`config.mk`:
```
export PLATFORM = sky130hd
export DESIGN_NAME = cp_remove_tagger_flat
export DESIGN_NICKNAME = d
export VERILOG_FILES = /design/src/rtl/cp_remove_tagger_if.sv /design/src/rtl/cp_remove_tagger.sv /design/src/flat_wrapper.sv
export SDC_FILE = /design/constraint.sdc
export NUM_CORES = 1
export LEC_CHECK = 0
export BUFFER_PORTS_ARGS = -buffer_cell sky130_fd_sc_hd__clkbuf_2
export CAP_MARGIN = 10
export CELL_PAD_IN_SITES_DETAIL_PLACEMENT = 0
export CELL_PAD_IN_SITES_GLOBAL_PLACEMENT = 1
export CORE_MARGIN = 2
export CORE_UTILIZATION = 41
export DETAILED_ROUTE_END_ITERATION = 10
export PLACE_DENSITY = 0.82
export REMOVE_ABC_BUFFERS = 1
export SLEW_MARGIN = 25
export SYNTH_ARGS = -nofsm -noshare
export SYNTH_HDL_FRONTEND = slang
export SYNTH_SLANG_ARGS = --single-unit
```
`constraint.sdc`:
```
create_clock -name clk -period 2.6 [get_ports clk]
set_input_delay 0.52 -clock clk [delete_from_list [all_inputs] [get_ports clk]]
set_output_delay 0.52 -clock clk [all_outputs]
set_load 0.02 [all_outputs]
```
`src/rtl/cp_remove_tagger_if.sv`:
```
// Stream bundle for cp_remove_tagger: time-domain IQ in, CP-stripped tagged symbols out.
// Status signals exist only when CP_REMOVE_TAGGER_STATUS_EN is defined.
interface cp_remove_tagger_if;
    logic        sync_in;
    logic        din_valid;
    logic [15:0] din_real;
    logic [15:0] din_imag;
    logic        dout_valid;
    logic        dout_sop;
    logic        dout_eop;
    logic [15:0] dout_real;
    logic [15:0] dout_imag;
    logic [3:0]  dout_symbol;
    logic [7:0]  dout_slot;
    logic        sync_err;
`ifdef CP_REMOVE_TAGGER_STATUS_EN
    logic [31:0] sym_cnt;
    logic [0:0]  sync_lost;
`endif

`ifdef CP_REMOVE_TAGGER_STATUS_EN
    modport master (
        output sync_in, din_valid, din_real, din_imag,
        input  dout_valid, dout_sop, dout_eop, dout_real, dout_imag,
        input  dout_symbol, dout_slot, sync_err, sym_cnt, sync_lost
    );
    modport slave (
        input  sync_in, din_valid, din_real, din_imag,
        output dout_valid, dout_sop, dout_eop, dout_real, dout_imag,
        output dout_symbol, dout_slot, sync_err, sym_cnt, sync_lost
    );
`else
    modport master (
        output sync_in, din_valid, din_real, din_imag,
        input  dout_valid, dout_sop, dout_eop, dout_real, dout_imag,
        input  dout_symbol, dout_slot, sync_err
    );
    modport slave (
        input  sync_in, din_valid, din_real, din_imag,
        output dout_valid, dout_sop, dout_eop, dout_real, dout_imag,
        output dout_symbol, dout_slot, sync_err
    );
`endif
endinterface

```
`src/rtl/cp_remove_tagger.sv`:
```
// Cyclic-prefix removal ahead of per-symbol phase compensation.
// Drops the long CP on symbol 0 of each slot and the short CP otherwise, forwards
// FFT_SIZE useful samples per symbol with sop/eop and symbol/slot tags, 1-clk latency.
// Optional status outputs (sym_cnt, sync_lost) under CP_REMOVE_TAGGER_STATUS_EN.
module cp_remove_tagger #(
    parameter int unsigned FFT_SIZE     = 4096,
    parameter int unsigned CP_LONG      = 352,
    parameter int unsigned CP_SHORT     = 288,
    parameter int unsigned SYM_PER_SLOT = 14,
    parameter int unsigned SLOT_NUM     = 2
) (
    input  logic               clk,
    input  logic               rst_n,
    cp_remove_tagger_if.slave  bus
);
    localparam int unsigned CP_MAX  = (CP_LONG > CP_SHORT) ? CP_LONG : CP_SHORT;
    localparam int unsigned CNT_MAX = (FFT_SIZE > CP_MAX) ? FFT_SIZE : CP_MAX;
    localparam int unsigned CNT_W   = $clog2(CNT_MAX);
    localparam int unsigned SYM_W   = 4;
    localparam int unsigned SLOT_W  = 8;

    typedef enum logic [1:0] {IDLE, CP, DATA} state_t;

    state_t              state_q, state_d, cur_state;
    logic [CNT_W-1:0]    cnt_q, cnt_d, cur_cnt, cp_last;
    logic [SYM_W-1:0]    symbol_q, symbol_d, cur_symbol;
    logic [SLOT_W-1:0]   slot_q, slot_d, cur_slot;
    logic                fwd, sop_d, eop_d, err_d;

    // Next-state and beat decode; a qualified sync re-enters as CP sample 0 of symbol 0, slot 0.
    always_comb begin
        state_d    = state_q;
        cnt_d      = cnt_q;
        symbol_d   = symbol_q;
        slot_d     = slot_q;
        fwd        = 1'b0;
        sop_d      = 1'b0;
        eop_d      = 1'b0;
        err_d      = 1'b0;
        cur_state  = state_q;
        cur_cnt    = cnt_q;
        cur_symbol = symbol_q;
        cur_slot   = slot_q;
        cp_last    = '0;
        if (bus.din_valid) begin
            if (bus.sync_in) begin
                // On-boundary sync (or first sync from IDLE) is silent.
                err_d = (state_q != IDLE) &&
                        !(state_q == CP && cnt_q == '0 && symbol_q == '0 && slot_q == '0);
                cur_state  = CP;
                cur_cnt    = '0;
                cur_symbol = '0;
                cur_slot   = '0;
                symbol_d   = '0;
                slot_d     = '0;
            end
            cp_last = (cur_symbol == '0) ? CNT_W'(CP_LONG - 1) : CNT_W'(CP_SHORT - 1);
            unique case (cur_state)
                IDLE: state_d = IDLE;
                CP: begin
                    state_d = CP;
                    if (cur_cnt == cp_last) begin
                        state_d = DATA;
                        cnt_d   = '0;
                    end else begin
                        cnt_d = cur_cnt + CNT_W'(1);
                    end
                end
                DATA: begin
                    fwd   = 1'b1;
                    sop_d = (cur_cnt == '0);
                    if (cur_cnt == CNT_W'(FFT_SIZE - 1)) begin
                        eop_d   = 1'b1;
                        state_d = CP;
                        cnt_d   = '0;
                        if (cur_symbol == SYM_W'(SYM_PER_SLOT - 1)) begin
                            symbol_d = '0;
                            slot_d   = (cur_slot == SLOT_W'(SLOT_NUM - 1)) ? '0 : cur_slot + SLOT_W'(1);
                        end else begin
                            symbol_d = cur_symbol + SYM_W'(1);
                        end
                    end else begin
                        cnt_d = cur_cnt + CNT_W'(1);
                    end
                end
                default: state_d = IDLE;
            endcase
        end
    end

    // State and counter registers.
    always_ff @(posedge clk or negedge rst_n) begin
        if (!rst_n) begin
            state_q  <= IDLE;
            cnt_q    <= '0;
            symbol_q <= '0;
            slot_q   <= '0;
        end else begin
            state_q  <= state_d;
            cnt_q    <= cnt_d;
            symbol_q <= symbol_d;
            slot_q   <= slot_d;
        end
    end

    // Registered outputs; payload and tags only move on forwarded beats.
    always_ff @(posedge clk or negedge rst_n) begin
        if (!rst_n) begin
            bus.dout_valid  <= 1'b0;
            bus.dout_sop    <= 1'b0;
            bus.dout_eop    <= 1'b0;
            bus.dout_real   <= '0;
            bus.dout_imag   <= '0;
            bus.dout_symbol <= '0;
            bus.dout_slot   <= '0;
            bus.sync_err    <= 1'b0;
        end else begin
            bus.dout_valid <= fwd;
            bus.dout_sop   <= sop_d;
            bus.dout_eop   <= eop_d;
            bus.sync_err   <= err_d;
            if (fwd) begin
                bus.dout_real   <= bus.din_real;
                bus.dout_imag   <= bus.din_imag;
                bus.dout_symbol <= cur_symbol;
                bus.dout_slot   <= cur_slot;
            end
        end
    end

`ifdef CP_REMOVE_TAGGER_STATUS_EN
    // Completed-symbol counter and sticky sync-loss flag.
    always_ff @(posedge clk or negedge rst_n) begin
        if (!rst_n) begin
            bus.sym_cnt   <= '0;
            bus.sync_lost <= '0;
        end else begin
            if (eop_d) begin
                bus.sym_cnt <= bus.sym_cnt + 32'(1);
            end
            if (err_d) begin
                bus.sync_lost <= 1'b1;
            end
        end
    end
`endif

endmodule

```
`src/flat_wrapper.sv`:
```
// flat-port wrapper written by rule: the top's interface ports become plain ports
module cp_remove_tagger_flat 
#(
    parameter int unsigned FFT_SIZE     = 4096,
    parameter int unsigned CP_LONG      = 352,
    parameter int unsigned CP_SHORT     = 288,
    parameter int unsigned SYM_PER_SLOT = 14,
    parameter int unsigned SLOT_NUM     = 2
)
  (clk, rst_n, bus_sync_in, bus_din_valid, bus_din_real, bus_din_imag, bus_dout_valid, bus_dout_sop, bus_dout_eop, bus_dout_real, bus_dout_imag, bus_dout_symbol, bus_dout_slot, bus_sync_err);
  cp_remove_tagger_if bus_i ();
  input  logic clk;
  input  logic rst_n;
  input wire logic [$bits(bus_i.sync_in)-1:0] bus_sync_in;
  input wire logic [$bits(bus_i.din_valid)-1:0] bus_din_valid;
  input wire logic [$bits(bus_i.din_real)-1:0] bus_din_real;
  input wire logic [$bits(bus_i.din_imag)-1:0] bus_din_imag;
  output wire logic [$bits(bus_i.dout_valid)-1:0] bus_dout_valid;
  output wire logic [$bits(bus_i.dout_sop)-1:0] bus_dout_sop;
  output wire logic [$bits(bus_i.dout_eop)-1:0] bus_dout_eop;
  output wire logic [$bits(bus_i.dout_real)-1:0] bus_dout_real;
  output wire logic [$bits(bus_i.dout_imag)-1:0] bus_dout_imag;
  output wire logic [$bits(bus_i.dout_symbol)-1:0] bus_dout_symbol;
  output wire logic [$bits(bus_i.dout_slot)-1:0] bus_dout_slot;
  output wire logic [$bits(bus_i.sync_err)-1:0] bus_sync_err;
  assign bus_i.sync_in = bus_sync_in;
  assign bus_i.din_valid = bus_din_valid;
  assign bus_i.din_real = bus_din_real;
  assign bus_i.din_imag = bus_din_imag;
  assign bus_dout_valid = bus_i.dout_valid;
  assign bus_dout_sop = bus_i.dout_sop;
  assign bus_dout_eop = bus_i.dout_eop;
  assign bus_dout_real = bus_i.dout_real;
  assign bus_dout_imag = bus_i.dout_imag;
  assign bus_dout_symbol = bus_i.dout_symbol;
  assign bus_dout_slot = bus_i.dout_slot;
  assign bus_sync_err = bus_i.sync_err;
  cp_remove_tagger #(.FFT_SIZE(FFT_SIZE), .CP_LONG(CP_LONG), .CP_SHORT(CP_SHORT), .SYM_PER_SLOT(SYM_PER_SLOT), .SLOT_NUM(SLOT_NUM)) u_core (.clk(clk), .rst_n(rst_n), .bus(bus_i));
endmodule
```
==> results.md <==
- Slowest stage delay, CP: 0.45 ns
- Least-Margin Pin Slew: around 0.65 ns
- Max rail drop VDD: about 0.00029 V
- Clock Path Buffers: 2
- Synthesis Warnings: 0
- Die Wd: between 90 and 100 um
- WL final: 8.21 mm
- Floorplan row count: 34
- Design Power: around 2.4 mW
- Clock network power share: 40.0%
- Synth Register Bits: between 70 and 80
- Crit path depth: 7
- Buf/Inv on CP: 0
- Iteration-0 DRC count of the detailed router: 142
- Worst R2R Path Depth: 7
- Register area: between 0.0015 and 0.002 mm2
- Min Hold Slack: approximately 0.2 ns
- CTS tree: done
- Total number of vias: between 2k and 3k
- GRT Overall Usage: ~18%
- Synth async-reset ratio: 100%
- Layout net count: around 470
- CP Class: reg -> reg
- Library cells used by synthesis: 54
- Fillers: 775
- Synth top area share: 51.7%
- Delay-heaviest family, CP: simple AND/OR/NAND/NOR gates
- H-Tree Level Count: 3
- Worst slew margin: ~57%
- CTS Sinks: 74
- Final min period: between 2 and 2.5 ns
- Die Y: roughly 97 um
- HP Class: in -> async
- WP data required: between 2 and 3 ns
- Post-cts gate resize count: 0
- Ant diodes: 0
- Global-route wire length before repair: between 10 and 15 mm
- IO buf count: between 80 and 90
- Area contributors post-synth: dfrtp_1 (52%), mux2_2 (12%), nand2_1 (4.3%)
- Fin crit share: 83.9%
- Vias per inst: 5.35
- Root Buffer: clkbuf_8
- RSZ-0062 raised after global routing: no
- DRC viols: 0
- Top Ports: 84
- Max-cap check violation count: 0
- HPWL after DPL: between 6 and 7 mm
- Critical R2R Launch: u_core.cnt_q[1]
- Slowest cell on crit path: dfrtp_1
- Setup slack after layout: about 0.42 ns
- Share of cells above drive strength 1: 38.5%
- P_leak: around 2.4 nW
- Pre-CTS setup slack: ~0.17 ns
- Synth-to-Final Area Change: 23.6%
- Int Power: about 1.8 mW
- Crit path capture: u_core.cnt_q[5]
- Slew Limit Fails: 0
- Post-synth top area cell: dfrtp_1
- FF-to-FF End: u_core.cnt_q[5]
- Gpl congestion: around 0.86
- Crit path arrival time: 2.42 ns
- Hold Vio Cnt, Final: 0
- Total grt overflow: 0
- # setup viols final: 0
- Total core area: between 0.008 and 0.009 mm2
- R2R Setup Slk: around 0.42 ns
- Pin count of the biggest net entering global routing: between 40 and 50
- Number of nets with antenna violations after routing: 0
- Postcts setup bufs: 0
- Status: completed
- Hold-fix buffers at CTS: 0
- Switch share: between 20% and 30%
- Die area: about 0.0095 mm2
- Flop pwr share: between 50% and 60%
- TritonCTS buffer count: 9
- Logic pwr share: a little under a tenth
- Final clock skew: 0.0128 ns
- EDFF count, synth: 0
- CP max FO: 7
- First-pass iteration count of the detailed router: 4
- Switching Power: between 0.5 and 0.6 mW
- Crit-path cells: nor2b_1, ha_1, nor2b_1, and3_1, nand2_1, and3_4, a31o_1
- Synth Flop Type: dfrtp_1
- Cells after Synth: 331
- Sequential fraction of the synthesis area: slightly above 50%
- Top post-synthesis cells by count: dfrtp_1 (74), nand2_1 (41), mux2_2 (37)
- Achievable Freq: around 460 MHz
- Most frequent CP cell: nor2b_1
- Starting density of the core: 41.7%
- WL/cell: around 15 um
- Startpoint Class: register
- Cell Area, Synth: about 0.0036 mm2
- Initial antenna violation count: 0
- Mapped Avg Cell Area: 10.8 um2
- Clock Latency Late Sink: roughly 0.34 ns
- Crit path launch: u_core.cnt_q[1]
- Vias in the first global route: just under 3k
- Power Dens Cells: 548 mW/mm2
- Clock edge transition at the registers on the reported setup and hold paths: roughly 0.080 ns
- Crit. End Element: register
- Top-count cell post-synth: dfrtp_1
- Multi-input gate area: 0.00160 mm2
## per-stage QoR
step / std cells / utilization, % / TNS (ns) / area, um2
final: 539 / 51.5 / 0 / 4420
after global routing: 539 / 51.5 / 0 / 4420
after detailed placement: 523 / 49.0 / 0 / 4210
after CTS: 539 / 51.5 / 0 / 4420
after floorplan: 316 / - / -0.348 / 3510
after global placement: 523 / 49.0 / 0 / 4210
## worst min path at each step
stage / slack [ns] / to / cells past startpoint / startpoint
global placement: 0.46 / u_core.bus.dout_symbol[3] / 2 / u_core.bus.dout_symbol[3]
CTS: 0.21 / u_core.bus.dout_imag[15] / 1 / rst_n
global route: 0.24 / u_core.bus.dout_imag[13] / 1 / rst_n
floorplan: 0.22 / u_core.bus.dout_eop / 0 / rst_n
detailed placement: 0.46 / u_core.bus.dout_slot[0] / 2 / u_core.bus.dout_slot[0]
finish: 0.20 / u_core.bus.dout_imag[13] / 1 / rst_n
## power by group through the flow
stage / clock [mW] / sequential, mW / combinational [mW]
CTS: 1.00 / 1.23 / 0.228
global placement: 0 / 1.25 / 0.223
finish: 0.970 / 1.23 / 0.223
global route: 1.05 / 1.23 / 0.253
floorplan: 0 / 1.24 / 0.120
detailed placement: 0 / 1.25 / 0.226
## cell families after synthesis
family | count (synthesis) | synth area share, %
XOR/XNOR | 1 | 0.245
multiplexers | 39 | 12.2
buffers and inverters | 30 | 3.57
flip-flops | 74 | 51.7
AO/OA/AOI/OAI | 59 | 11.2
AND/OR/NAND/NOR | 122 | 19.0
adder cells (fa/ha/maj) | 6 | 2.10
## per-layer routing
metal | up-vias | part of all wire (%) | global-route usage (%)
li1 | 1379 | - | -
met1 | 1404 | 47 | 25.4
met2 | 96 | 46 | 28.1
met3 | 7 | 6.0 | 4.17
met4 | 0 | 0.74 | 4.17
met5 | - | 0 | 0
## area by class of cell
cell class | instances | area share (%)
clock buffers | 10 | 2.88
multi-input cells | 227 | 36.2
repair buffers | 99 | 12.7
well taps | 108 | 3.05
clock inverters | 6 | 2.04
flip-flops and latches | 74 | 41.9
inverters | 15 | 1.27
## state kept, by name, summed over array words and instances, names as in the netlist
register / count
u_core.bus.dout_imag: 16
u_core.bus.dout_real: 16
u_core.cnt_q: 12
u_core.bus.dout_slot: 8
u_core.slot_q: 8
u_core.bus.dout_symbol: 4
u_core.symbol_q: 4
u_core.state_q: 2
u_core.bus.dout_eop: 1
u_core.bus.dout_sop: 1
u_core.bus.dout_valid: 1
u_core.bus.sync_err: 1
## cells in the final DEF (no fill, tap or decap), drive strengths merged, types with 9 or more instances in the layout
| cell | synthesis | routed |
|---|---|---|
| mux2 | 37 | 37 |
| buf | 5 | 17 |
| clkbuf | 10 | 92 |
| dfrtp | 74 | 74 |
| inv | 15 | 16 |
| nand3 | 13 | 13 |
| nand4 | 9 | 9 |
| o21ai | 19 | 19 |
| nor3 | 11 | 11 |
| nor2 | 13 | 13 |
| nand2 | 41 | 41 |
Power figures use the tool's default switching activity.
